==> config.mk <==
export PLATFORM = sky130hd
export DESIGN_NAME = fp_mul_iter
export DESIGN_NICKNAME = d
export VERILOG_FILES = /design/src/rtl/fp_mul_pkg.sv /design/src/rtl/fp_round_rne.sv /design/src/rtl/fp_mul_iter.sv
export SDC_FILE = /design/constraint.sdc
export NUM_CORES = 1
export LEC_CHECK = 0
export BUFFER_PORTS_ARGS = -buffer_cell sky130_fd_sc_hd__buf_2
export CORE_MARGIN = 8
export CORE_UTILIZATION = 40
export DETAILED_ROUTE_END_ITERATION = 10
export HOLD_SLACK_MARGIN = 0.06
export PLACE_DENSITY = 0.53
export SLEW_MARGIN = 20
export SYNTH_ARGS = -nofsm -noshare
export SYNTH_HDL_FRONTEND = slang
export SYNTH_HIERARCHICAL = 1
export SYNTH_SLANG_ARGS = --single-unit
==> constraint.sdc <==
create_clock -name clk -period 8.13 [get_ports clk]
set_input_delay 1.626 -clock clk [delete_from_list [all_inputs] [get_ports clk]]
set_output_delay 1.626 -clock clk [all_outputs]
set_load 0.01 [all_outputs]
==> src/rtl/fp_mul_pkg.sv <==
// Shared types, flag indices and special-value builders for the fp multiplier.
package fp_mul_pkg;

    typedef enum logic [1:0] {
        IDLE  = 2'd0,
        MUL   = 2'd1,
        ROUND = 2'd2,
        DONE  = 2'd3
    } state_e;

    localparam int unsigned FLG_INV = 3;
    localparam int unsigned FLG_OVF = 2;
    localparam int unsigned FLG_UNF = 1;
    localparam int unsigned FLG_NX  = 0;

    // Exponent bias for an ew-bit exponent field.
    function automatic int unsigned f_bias(input int unsigned ew);
        return (32'd1 << (ew - 32'd1)) - 32'd1;
    endfunction

    // Signed zero, right-aligned in 64 bits; callers truncate to their width.
    function automatic logic [63:0] f_zero(input logic sign, input int unsigned ew,
                                           input int unsigned mw);
        return 64'(sign) << (ew + mw);
    endfunction

    // Signed infinity, right-aligned in 64 bits.
    function automatic logic [63:0] f_inf(input logic sign, input int unsigned ew,
                                          input int unsigned mw);
        logic [63:0] r;
        r = ((64'd1 << ew) - 64'd1) << mw;
        return r | f_zero(sign, ew, mw);
    endfunction

    // Canonical quiet NaN: positive, all-ones exponent, fraction MSB set.
    function automatic logic [63:0] f_qnan(input int unsigned ew, input int unsigned mw);
        return f_inf(1'b0, ew, mw) | (64'd1 << (mw - 32'd1));
    endfunction

endpackage

==> src/rtl/fp_round_rne.sv <==
// Normalise a raw significand product, round to nearest-even and range-check the exponent.
module fp_round_rne #(
    parameter int unsigned EXP_W = 8,
    parameter int unsigned MAN_W = 23
) (
    input  logic [2*(MAN_W+1)-1:0] prod,
    input  logic                   sign,
    input  logic signed [EXP_W+1:0] exp_pre,
    output logic [EXP_W+MAN_W:0]   res_c,
    output logic [3:0]             flags_c
);
    import fp_mul_pkg::*;

    localparam int unsigned W      = 1 + EXP_W + MAN_W;
    localparam int unsigned SIG_W  = MAN_W + 1;
    localparam int unsigned PROD_W = 2 * SIG_W;
    localparam int unsigned EXP_PW = EXP_W + 2;

    localparam logic signed [EXP_PW-1:0] EXP_MAX  = EXP_PW'((32'd1 << EXP_W) - 32'd1);
    localparam logic signed [EXP_PW-1:0] EXP_ZERO = '0;

    logic [SIG_W-1:0]         mant;
    logic [SIG_W:0]           mant_r;
    logic                     guard;
    logic                     sticky;
    logic                     round_up;
    logic signed [EXP_PW-1:0] exp_n;
    logic signed [EXP_PW-1:0] exp_f;
    logic [MAN_W-1:0]         frac;

    // Normalise, round, then map out-of-range exponents to inf or zero.
    always_comb begin
        mant     = '0;
        guard    = 1'b0;
        sticky   = 1'b0;
        exp_n    = exp_pre;
        res_c    = '0;
        flags_c  = '0;
        if (prod[PROD_W-1]) begin
            mant   = prod[PROD_W-1:SIG_W];
            guard  = prod[SIG_W-1];
            sticky = |prod[SIG_W-2:0];
            exp_n  = exp_pre + EXP_PW'(1);
        end else begin
            mant   = prod[PROD_W-2:SIG_W-1];
            guard  = prod[SIG_W-2];
            sticky = |prod[SIG_W-3:0];
        end
        round_up = guard & (sticky | mant[0]);
        mant_r   = {1'b0, mant} + (SIG_W+1)'(round_up);
        // A carry out of rounding leaves 1.000..0, so renormalise by one.
        exp_f    = exp_n + EXP_PW'(mant_r[SIG_W]);
        frac     = mant_r[SIG_W] ? mant_r[MAN_W:1] : mant_r[MAN_W-1:0];
        if (exp_f >= EXP_MAX) begin
            res_c            = W'(f_inf(sign, EXP_W, MAN_W));
            flags_c[FLG_OVF] = 1'b1;
            flags_c[FLG_NX]  = 1'b1;
        end else if (exp_f <= EXP_ZERO) begin
            res_c            = W'(f_zero(sign, EXP_W, MAN_W));
            flags_c[FLG_UNF] = 1'b1;
            flags_c[FLG_NX]  = 1'b1;
        end else begin
            res_c           = {sign, exp_f[EXP_W-1:0], frac};
            flags_c[FLG_NX] = guard | sticky;
        end
    end

endmodule

==> src/rtl/fp_mul_iter.sv <==
// Iterative shift-add floating-point multiplier behind a valid/ready handshake.
module fp_mul_iter #(
    parameter int unsigned EXP_W = 8,
    parameter int unsigned MAN_W = 23
) (
    input  logic                 clk,
    input  logic                 rst_n,
    input  logic                 in_valid,
    output logic                 in_ready,
    input  logic [EXP_W+MAN_W:0] x,
    input  logic [EXP_W+MAN_W:0] y,
    output logic                 out_valid,
    input  logic                 out_ready,
    output logic [EXP_W+MAN_W:0] k,
    output logic [3:0]           flags
);
    import fp_mul_pkg::*;

    localparam int unsigned W      = 1 + EXP_W + MAN_W;
    localparam int unsigned SIG_W  = MAN_W + 1;
    localparam int unsigned PROD_W = 2 * SIG_W;
    localparam int unsigned EXP_PW = EXP_W + 2;
    localparam int unsigned CNT_W  = $clog2(SIG_W + 1);

    state_e                   state_q, state_d;
    logic [PROD_W-1:0]        a_q, a_d;
    logic [SIG_W-1:0]         b_q, b_d;
    logic [PROD_W-1:0]        acc_q, acc_d;
    logic [CNT_W-1:0]         cnt_q, cnt_d;
    logic                     sign_q, sign_d;
    logic signed [EXP_PW-1:0] exp_q, exp_d;
    logic [W-1:0]             k_q, k_d;
    logic [3:0]               flags_q, flags_d;
    logic                     in_ready_q, in_ready_d;
    logic                     out_valid_q, out_valid_d;

    logic [EXP_W-1:0] xe, ye;
    logic [MAN_W-1:0] xf, yf;
    logic             x_nan, y_nan, x_inf, y_inf, x_zero, y_zero, op_sign;
    logic [W-1:0]     rnd_res;
    logic [3:0]       rnd_flags;

    assign xe      = x[W-2:MAN_W];
    assign ye      = y[W-2:MAN_W];
    assign xf      = x[MAN_W-1:0];
    assign yf      = y[MAN_W-1:0];
    assign x_nan   = (&xe) & (|xf);
    assign y_nan   = (&ye) & (|yf);
    assign x_inf   = (&xe) & ~(|xf);
    assign y_inf   = (&ye) & ~(|yf);
    assign x_zero  = ~(|xe);
    assign y_zero  = ~(|ye);
    assign op_sign = x[W-1] ^ y[W-1];

    fp_round_rne #(
        .EXP_W (EXP_W),
        .MAN_W (MAN_W)
    ) u_round (
        .prod    (acc_q),
        .sign    (sign_q),
        .exp_pre (exp_q),
        .res_c   (rnd_res),
        .flags_c (rnd_flags)
    );

    // State register and datapath flops; reset discards any in-flight operation.
    always_ff @(posedge clk) begin
        if (!rst_n) begin
            state_q     <= IDLE;
            a_q         <= '0;
            b_q         <= '0;
            acc_q       <= '0;
            cnt_q       <= '0;
            sign_q      <= 1'b0;
            exp_q       <= '0;
            k_q         <= '0;
            flags_q     <= '0;
            in_ready_q  <= 1'b1;
            out_valid_q <= 1'b0;
        end else begin
            state_q     <= state_d;
            a_q         <= a_d;
            b_q         <= b_d;
            acc_q       <= acc_d;
            cnt_q       <= cnt_d;
            sign_q      <= sign_d;
            exp_q       <= exp_d;
            k_q         <= k_d;
            flags_q     <= flags_d;
            in_ready_q  <= in_ready_d;
            out_valid_q <= out_valid_d;
        end
    end

    // Next-state and datapath: special decode on accept, one multiplier bit per MUL cycle.
    always_comb begin
        state_d = state_q;
        a_d     = a_q;
        b_d     = b_q;
        acc_d   = acc_q;
        cnt_d   = cnt_q;
        sign_d  = sign_q;
        exp_d   = exp_q;
        k_d     = k_q;
        flags_d = flags_q;
        case (state_q)
            IDLE: begin
                if (in_valid) begin
                    sign_d  = op_sign;
                    flags_d = '0;
                    state_d = DONE;
                    if (x_nan || y_nan) begin
                        k_d = W'(f_qnan(EXP_W, MAN_W));
                    end else if ((x_inf && y_zero) || (y_inf && x_zero)) begin
                        k_d              = W'(f_qnan(EXP_W, MAN_W));
                        flags_d[FLG_INV] = 1'b1;
                    end else if (x_inf || y_inf) begin
                        k_d = W'(f_inf(op_sign, EXP_W, MAN_W));
                    end else if (x_zero || y_zero) begin
                        k_d = W'(f_zero(op_sign, EXP_W, MAN_W));
                    end else begin
                        a_d     = PROD_W'({1'b1, xf});
                        b_d     = {1'b1, yf};
                        acc_d   = '0;
                        cnt_d   = CNT_W'(SIG_W);
                        exp_d   = EXP_PW'(xe) + EXP_PW'(ye) - EXP_PW'(f_bias(EXP_W));
                        state_d = MUL;
                    end
                end
            end
            MUL: begin
                if (b_q[0]) begin
                    acc_d = acc_q + a_q;
                end
                a_d   = a_q << 1;
                b_d   = b_q >> 1;
                cnt_d = cnt_q - CNT_W'(1);
                if (cnt_q == CNT_W'(1)) begin
                    state_d = ROUND;
                end
            end
            ROUND: begin
                k_d     = rnd_res;
                flags_d = rnd_flags;
                state_d = DONE;
            end
            DONE: begin
                if (out_ready) begin
                    state_d = IDLE;
                end
            end
            default: state_d = IDLE;
        endcase
        in_ready_d  = (state_d == IDLE);
        out_valid_d = (state_d == DONE);
    end

    assign in_ready  = in_ready_q;
    assign out_valid = out_valid_q;
    assign k         = k_q;
    assign flags     = flags_q;

endmodule

Word level (Yosys, flattened, before mapping)
Index checks and enable logic that the tools add are counted.

Add/sub/neg operators: 7. Bitwise gates (word level): 16. Multiplexer cells: 55. Order comparisons: 2. Equal/unequal tests: 12. Reductions and logical operators: 24.

Operators by type and width (number): 48-bit two-way mux (11); 48-bit case mux with 2 select lines (2); 32-bit two-way mux (5); 24-bit two-way mux (6); 23-bit OR reduction (3); 32-bit case mux with 2 select lines (1); 31-bit two-way mux (2); 48-bit adder (1); 24-bit case mux with 2 select lines (1); 24-bit by 1-bit adder with 25-bit output (1); 5-bit two-way mux (5); 23-bit two-way mux (1); 22-bit OR reduction (1); 8-bit AND reduction (2); 8-bit OR reduction (2); 2-bit two-way mux (7); 2-bit != test (second input constant) (6); 6-bit AND reduction (2); 10-bit by 1-bit adder with 10-bit output (1); 10-bit by 2-bit adder with 10-bit output (second input constant) (1); 10-bit by 9-bit >= comparator with 1-bit output (second input constant) (1); 10-bit by 1-bit <= comparator with 1-bit output (second input constant) (1); 10-bit two-way mux (1); 5-bit case mux with 2 select lines (1); other kinds (22) (51).

Word-level logic and storage cells: 127. Bits in registers: 176. Output and inout port bits: 38. Bits of input ports: 68.

Depth between registers and ports, before layout
Gate-level depths: netlist of the first run.

Depth in word-level cells: 10. Gate-level depth with buffers: 26. Gate-level depth less buffers: 19.

Modules after synthesis
The synthesis of the first run kept the hierarchy.

Modules (own cells, without submodules): fp_mul_iter (cells each 1163, sequential area each 3523.4 um^2, instances 1, area each 9459.1 um^2); fp_round_rne (cells each 317, sequential area each 0.0 um^2, instances 1, area each 2084.5 um^2).

Least setup slack after synthesis of the first run
OpenSTA, ideal clock, no wires.

Kind: register -> register. Start point: reg acc_q[47]. End point: reg k_q[22], in the netlist k[22]. Data required time: 8.016 ns. Setup slack: 1.999 ns. Clock period less this slack: 6.131 ns. Arrival: 6.017 ns. Library setup time: 0.114 ns. Cell stages (with the launch flop): 26. Path buffers: 7. Path through: dfxtp_1 -> buf_2 -> buf_2 -> clkbuf_1 -> buf_1 -> clkbuf_1 -> nand2_1 -> a21boi_0 -> ha_1 -> nand3_1 -> a2111oi_1 -> and2_1 -> nand3_1 -> nor2b_1 -> clkbuf_1 -> ha_1 -> ha_1 -> nand2_1 -> o21a_1 -> or3_1 -> nor3_1 -> nor3_2 -> buf_2 -> nor3_1 -> inv_1 -> a2111oi_0.

Longest elaborated chain between the ends: 9. Elaborated cells between the ends (all ways): 14. Classes of those cells: add/sub: 2; order compare: 2; mux: 8; bitwise: 2.

Ends and longest elaborated chain: start, declared (line fp_mul_iter.sv:28) `logic [PROD_W-1:0] acc_q, acc_d;`; start signal, assigned (line fp_mul_iter.sv:72) `acc_q <= '0;`; start signal, assigned (line fp_mul_iter.sv:84) `acc_q <= acc_d;`; 1-bit two-way mux or 24-bit two-way mux (tied branches) (line fp_round_rne.sv:39) `if (prod[PROD_W-1]) begin`; 1-bit bitwise OR (line fp_round_rne.sv:49) `round_up = guard & (sticky | mant[0]);`; 1-bit bitwise AND (line fp_round_rne.sv:49); 24-bit by 1-bit adder with 25-bit output (line fp_round_rne.sv:50) `mant_r = {1'b0, mant} + (SIG_W+1)'(round_up);`; 10-bit by 1-bit adder with 10-bit output (line fp_round_rne.sv:52) `exp_f = exp_n + EXP_PW'(mant_r[SIG_W]);`; 10-bit by 1-bit <= comparator with 1-bit output (line fp_round_rne.sv:58) `end else if (exp_f <= EXP_ZERO) begin`; 31-bit two-way mux (line fp_round_rne.sv:58); 31-bit two-way mux (*) (line fp_round_rne.sv:54) `if (exp_f >= EXP_MAX) begin`; named net rnd_res[22] (line fp_mul_iter.sv:40) `logic [W-1:0] rnd_res;`; 32-bit case mux with 2 select lines (*) (line fp_mul_iter.sv:106) `case (state_q)`; end signal, assigned (line fp_mul_iter.sv:88) `k_q <= k_d;`; end, declared (line fp_mul_iter.sv:32) `logic [W-1:0] k_q, k_d;`.

The timed path passes the listed nets; every way through them passes the cells marked *. A chain may end at the register's enable or synchronous reset.

Worst setup path after layout of the first run
Start point: reg acc_q[47]. End point: reg flags_q[0], in the netlist flags[0].

Longest elaborated chain between the ends: 9. Elaborated cells between the ends (all ways): 14. Classes of those cells: add/sub: 2; order compare: 2; mux: 7; bitwise: 3.

Ends and longest elaborated chain: 1-bit two-way mux or 24-bit two-way mux (tied branches) (line fp_round_rne.sv:39); 1-bit bitwise OR (line fp_round_rne.sv:49); 1-bit bitwise AND (line fp_round_rne.sv:49); 24-bit by 1-bit adder with 25-bit output (line fp_round_rne.sv:50); 10-bit by 1-bit adder with 10-bit output (line fp_round_rne.sv:52); 10-bit by 1-bit <= comparator with 1-bit output (line fp_round_rne.sv:58); 1-bit two-way mux (line fp_round_rne.sv:58); 1-bit two-way mux (*) (line fp_round_rne.sv:54); named net rnd_flags[0] (line fp_mul_iter.sv:41) `logic [3:0] rnd_flags;`; 4-bit case mux with 2 select lines (*) (line fp_mul_iter.sv:106); end signal, assigned (line fp_mul_iter.sv:89) `flags_q <= flags_d;`; end, declared (line fp_mul_iter.sv:33) `logic [3:0] flags_q, flags_d;`.

Marked as above.

==> results.md, run 1 <==
- CP startpoint kind: flip-flop
- # Post-CTS Setup Buffers: 0
- Critical path class: reg2reg
- Hold WC Path Type: reg2reg
- VDD IR max: 0.143 mV
- Sw Pwr: ~0.65 mW
- FF-to-FF Start: acc_q[47]
- Unique masters post-synth: 83
- WP data arrival: approximately 5900 ps
- Worst path slowest cell: a2111oi_1
- I/O Buffers: 105
- Fin nets: ~1.7k
- CP endpoint: flags[0]
- Clk sinks: 176
- Layout cells sized above 1: 0.118
- Maximum root-to-sink buffer count: 2
- DRC Markers: 0
- Aggregate global-route resource usage: 0.194
- First DRT Iteration DRCs: 740
- CTS Root Cell: clkbuf_16
- Post-synth EDFFs: 0
- Clock Latency Late Sink: around 440 ps
- Routed wl met3: between 1 and 1.5 mm
- Comb pwr share: 0.158
- Register area share after synthesis: 0.305
- I/O Pins: 106
- Site row count: a little over 60
- Starting density of the core: 0.404
- Post-Syn Nets: 1,618
- Cell mode on critical path: ha_1
- Worst r2r path cells: 20
- Initial antenna violation count: 0
- Syn_area_per_cell: 7.80 um2
- Crit path buf inv count: 2
- H-tree Lvls: 4
- Max-Cap Viols: 0
- Top sig layer: met4
- Post-synth ARST share: 0
- Crit-path cells: buf_4 -> nand2_1 -> a21boi_0 -> ha_1 -> nand3_1 -> a2111oi_1 -> and2_1 -> nand3_1 -> nor2b_1 -> ha_1 -> ha_1 -> nand4b_1 -> o21a_1 -> or3_1 -> nor3_1 -> nor3_2 -> buf_4 -> or3_1 -> a22oi_1 -> nor2_1
- Die W: 186 um
- Vias per cell: 5.66
- Fin crit share: 0.694
- WP depth: 20
- Number of buffers created by CTS: 17
- FMAX: between 150 and 200 MHz
- RSZ-0062 raised after global routing: false
- Worst slew pin tran: 1110 ps
- Vias in the first global route: between 10k and 15k
- Post-CTS sizing: 0
- R2R Setup Slk: 2480 ps
- GPL Wtd Cong: between 0.8 and 0.9
- Clock transition at path regs: ~70 ps
- CP startpoint: acc_q[47]
- Synth-to-layout area growth: 11.3%
- Worst Path Max Fanout: 54
- Worst Skew: approximately 22 ps
- Ant diodes: 0
- Leakage: between 5 and 6 nW
- Vias: approximately 11k
- Fillers: 2,975
- Fin. Hold Viols: 0
- Outcome: finished clean
- DRT met1 WL: 16.2 mm
- Pin count of the biggest net entering global routing: 88
- CTS tree: built
- Max-slew violation count: 0
- WL per Instance: 17.5 um
- 1st-pass router iterations: 5
- Flop pwr share: 0.447
- Setup WS pre-CTS: 2500 ps
- Reg-to-reg endpoint: flags[0]
- DRT antenna net count: 0
- Hold_sp: b_q[10]
- Sw Share: 0.308
- Slew headroom: 0.262
- Internal power: 1.46 mW
- Global route overflow: 0
- Final setup viols: 0
- PnR worst setup slack: about 2500 ps
- Post-synthesis cell area: 11,500 um2
- Hold_buf cts: 0
- Core area: between 20,000 and 30,000 um2
- CP required: 8410 ps
- Worst path top cell family by delay: simple AND/OR/NAND/NOR gates
- Setup_tns: 0 ps
- WL met2: 15.6 mm
- Period minus WS final: 5650 ps
- Primary FF master, synth: dfxtp_1
- Synth warnings: 6
- Die area: between 30,000 and 40,000 um2
- Die Height: 186 um
- Pwr Density: 164 nW/um2
- Post-Route WL: 33.5 mm
- CP max stage delay: between 800 and 900 ps
- First-pass GRT wire length: 54.8 mm
- HPWL after DPL: ~24 mm
- Synthesis-stage register bit count: 176
- Clock power share: 0.395
- Post-synthesis cell count: 1,480
- Critical path endpoint category: flip-flop
## cell usage after synthesis (21+ instances only)
cell | number | share of area
o221ai_1 | 46 | 0.035
nand2_1 | 111 | 0.036
o21ai_0 | 49 | 0.021
clkbuf_1 | 65 | 0.021
a22oi_1 | 75 | 0.049
nor3_1 | 25 | 0.011
nand3_1 | 31 | 0.013
inv_1 | 37 | 0.012
a21oi_1 | 93 | 0.040
xnor2_1 | 54 | 0.041
dfxtp_1 | 176 | 0.31
a21o_1 | 21 | 0.014
nand4_1 | 31 | 0.017
mux2i_1 | 23 | 0.020
ha_1 | 68 | 0.074
nor4_1 | 35 | 0.019
nor2_1 | 262 | 0.085
xor2_1 | 40 | 0.030
## layout make-up
class                      instances  area (um2)  area share
clock buffer                      18         429      0.0334
inverter                          37         139      0.0108
clock inverter                    14         149      0.0116
timing repair buffer             121         646      0.0502
sequential                       176        3520       0.274
multi-input combinational       1170        7480       0.582
tap                              384         480      0.0374
## per-layer routing
layer  GRT usage  vias up
li1            -     5483
met1       0.263     5155
met2       0.321      200
met3      0.0267       23
met4      0.0454        0
met5           0        -
## flip-flops by register name (all words and copies together) (netlist names)
name / flops
in_ready: 1
b_q: 24
flags: 4
acc_q: 48
k: 32
sign_q: 1
state_q: 2
exp_q: 10
out_valid: 1
a_q: 48
cnt_q: 5
## per-stage QoR
stage,hold slack (ps),std cells,util,power [mW],area [um2]
6_report,475,1920,0.450,2.11,12900
5_1_grt,487,1920,0.450,2.22,12900
4_1_cts,476,1920,0.450,2.14,12900
3_5_place_dp,459,1888,0.430,1.30,12300
3_3_place_gp,454,1888,0.430,1.29,12300
2_1_floorplan,441,1480,-,1.19,11500
## kinds of logic after synthesis
group	after synthesis	synth area share
simple gates	577	0.233
other cells	1	0.000325
mux	27	0.0238
compound gates	401	0.242
fa+ha+maj	70	0.0772
flops	176	0.305
buf+inv	134	0.0476
xor+xnor	94	0.0713
## power groups by stage
stage                     sequential (mW)  combinational (mW)  clock, mW
after detailed placement            0.963               0.333          0
after floorplan                     0.946               0.249          0
after global placement              0.962               0.332          0
after CTS                           0.943               0.335      0.862
after global routing                0.948               0.375      0.894
final                               0.943               0.333      0.834
## layout by cell type (no fill, tap or decap), types with 35 or more instances in the layout
cell type  netlist  final
ha_1            68     68
xor2_1          40     40
inv_1           37     36
buf_2           16    105
o221ai_1        46     46
xnor2_1         54     54
nor2_1         262    262
a21oi_1         93     93
nor4_1          35     35
nand2_1        111    110
dfxtp_1        176    175
a22oi_1         75     75
o21ai_0         49     49
## how the worst min path moves through the flow
| stage | endpoint | slack (ps) | cells past startpoint |
|---|---|---|---|
| 5_1_grt | b_q[9] | 490 | 2 |
| 3_5_place_dp | b_q[9] | 460 | 2 |
| 2_1_floorplan | b_q[10] | 440 | 2 |
| 4_1_cts | b_q[9] | 480 | 2 |
| 3_3_place_gp | b_q[4] | 450 | 2 |
| 6_report | b_q[10] | 480 | 2 |
## worst reg2reg max path, cell delays in order (launching register included)
cell       delay (ps)
dfxtp_2           350
buf_4             500
nand2_1           130
a21boi_0          210
ha_1              240
nand3_1           120
a2111oi_1         870
and2_1            290
nand3_1           130
nor2b_1           220
ha_1              220
ha_1              210
nand4b_1          110
o21a_1            230
or3_1             410
nor3_1            340
nor3_2             80
buf_4             220
or3_1             390
a22oi_1           170
nor2_1             50
Power figures use the tool's default switching activity.
==> run 2, diff against run 1 <==
--- a/config.mk
+++ b/config.mk
@@ -10,7 +10,7 @@
 export CORE_UTILIZATION = 40
 export DETAILED_ROUTE_END_ITERATION = 10
 export HOLD_SLACK_MARGIN = 0.06
-export PLACE_DENSITY = 0.53
+export PLACE_DENSITY = 0.56
 export SLEW_MARGIN = 20
 export SYNTH_ARGS = -nofsm -noshare
 export SYNTH_HDL_FRONTEND = slang
==> constraint.sdc (replaced) <==
create_clock -name clk -period 5.12 [get_ports clk]
set_input_delay 1.024 -clock clk [delete_from_list [all_inputs] [get_ports clk]]
set_output_delay 1.024 -clock clk [all_outputs]
set_load 0.01 [all_outputs]
==> results.md, run 2 (same netlist as run 1, synthesis figures left out) <==
- Hold_buf cts: 0
- 1st-pass router iterations: 5
- Number of buffers created by CTS: 17
- FF-to-FF Start: acc_q[47]
- Fin. Hold Viols: 0
- Aggregate global-route resource usage: 0.189
- Cell Count Post-Placement: around 1.9k
- Crit-path cells: nand2b_1 -> a21boi_1 -> ha_1 -> nand3_1 -> a2111oi_4 -> and2_1 -> nand3_1 -> nor2b_2 -> ha_1 -> a41oi_1 -> o21ai_0 -> or4b_1 -> o211a_1 -> or3_1 -> a21oi_2 -> a221oi_1 -> nor2_1
- Max-slew violation count: 0
- CP required: 5480 ps
- Worst r2r path cells: 17
- Outcome: finished clean
- Core area: ~29,000 um2
- Critical path endpoint category: flip-flop
- Worst Skew: 14.7 ps
- Slew headroom: 0.279
- CTS Root Cell: clkbuf_16
- Setup_tns: 0 ps
- Vias in the first global route: 10.3k
- VDD IR max: a little under 0.2 mV
- CP startpoint: acc_q[47]
- Period minus WS final: 4760 ps
- Fin crit share: 0.929
- I/O Buffers: 105
- Worst slew pin tran: 1080 ps
- Synth-to-layout area growth: 12.5%
- Highest-count cells in the layout ignoring fill and taps: nor2_1, dfxtp_1, nand2_1, buf_2, a21oi_1
- Setup WS pre-CTS: 324 ps
- FMAX: around 210 MHz
- Clock transition at path regs: 80 ps
- Initial antenna violation count: 2
- Die Height: 186 um
- Worst path slowest cell: or3_1
- PnR worst setup slack: 361 ps
- CP max stage delay: 520 ps
- HPWL after DPL: around 24 mm
- WP data arrival: between 5000 and 6000 ps
- I/O Pins: 106
- Pin count of the biggest net entering global routing: 52
- Crit path buf inv count: 0
- Pwr Density: 256 nW/um2
- Clk sinks: around 180
- Site row count: 62
- Maximum root-to-sink buffer count: 2
- Global route overflow: 0
- Vias per cell: 5.67
- DRC Markers: 0
- Worst path top cell family by delay: simple AND/OR/NAND/NOR gates
- Max-Cap Viols: 0
- Post-Route WL: 33.0 mm
- CTS tree: built
- R2R Setup Slk: around 360 ps
- GPL Wtd Cong: 0.874
- Fin nets: 1,672
- RSZ-0062 raised after global routing: true
- Reg-to-reg endpoint: k[24]
- First-pass GRT wire length: between 50 and 60 mm
- Core Util, Final: 0.455
- Starting density of the core: 0.404
- Clock Latency Late Sink: 440 ps
- Critical path class: reg2reg
- CP startpoint kind: flip-flop
- Design Power: 3.33 mW
- Leakage: 5.20 nW
- Layout cells sized above 1: 0.128
- WL per Instance: 17.1 um
- First DRT Iteration DRCs: 795
- DRT antenna net count: 0
- Commonest non-fill, non-tap cell in the layout: nor2_1
- CP endpoint: k[24]
- Die area: 34,600 um2
- WP depth: 17
- Vias: 11.0k
- H-tree Lvls: 4
- Cell Count, Final, Fillers Out: about 1.9k
- Die W: 186 um
- Hold WC Path Type: reg2reg
- Final setup viols: 0
- Worst Path Max Fanout: 17
[run 2: changes by cell type in the layout (fill, tap and decap cells not counted), moves of 2 or more]
cell,before,now
buf_4,16,27
clkinv_4,2,0
inv_8,2,4
nor3_4,0,2
[run 2: stage by stage]
| stage | instance area (um2) | hold WS [ps] |
|---|---|---|
| floorplan | 11600 | 441 |
| global placement | 12400 | 451 |
| detailed placement | 12400 | 457 |
| CTS | 13000 | 478 |
| global route | 13000 | 494 |
| finish | 13000 | 475 |
[run 2: worst min path at each step]
stage | from | cells after the start | to | slack [ps]
floorplan | b_q[10] | 2 | b_q[10] | 440
global placement | b_q[5] | 2 | b_q[5] | 450
detailed placement | b_q[12] | 2 | b_q[12] | 460
CTS | b_q[12] | 2 | b_q[12] | 480
global route | b_q[14] | 2 | b_q[14] | 490
finish | b_q[12] | 2 | b_q[12] | 480
[run 2: power breakdown]
group	leakage [nW]	total [mW]	switching [mW]	internal [mW]
clock network	0.273	1.31	0.644	0.662
logic	3.49	0.529	0.332	0.197
registers	1.43	1.49	0.0609	1.43
total	5.20	3.33	1.04	2.29
[run 2: final cells by class]
class / instances / area (um2)
clock inverter: 14 / 143
antenna: 1 / 2.50
sequential: 176 / 3520
clock buffer: 18 / 439
tap: 384 / 480
multi-input combinational: 1170 / 7530
timing repair buffer: 132 / 728
inverter: 37 / 139
fill: 2916 / 15600
[run 2: worst reg2reg max path: stages, from the launching register on]
cell and delay (ps):
dfxtp_2 420, nand2b_1 260, a21boi_1 190, ha_1 240
nand3_1 150, a2111oi_4 440, and2_1 230, nand3_1 130
nor2b_2 190, ha_1 220, a41oi_1 360, o21ai_0 250
or4b_1 440, o211a_1 260, or3_1 520, a21oi_2 200
a221oi_1 100, nor2_1 120
[run 2: repair_timing]
action,in CTS,in global routing
setup buffers,0,1
endpoints found under the setup margin,0,11
resized for setup,0,4
[run 2: per-layer routing]
layer | GRT usage | share of wire | wire length, um
met1 | 0.265 | 0.49 | 16300
met2 | 0.301 | 0.45 | 14800
met3 | 0.0273 | 0.047 | 1540
met4 | 0.0429 | 0.010 | 339
met5 | 0 | 0.00052 | 17
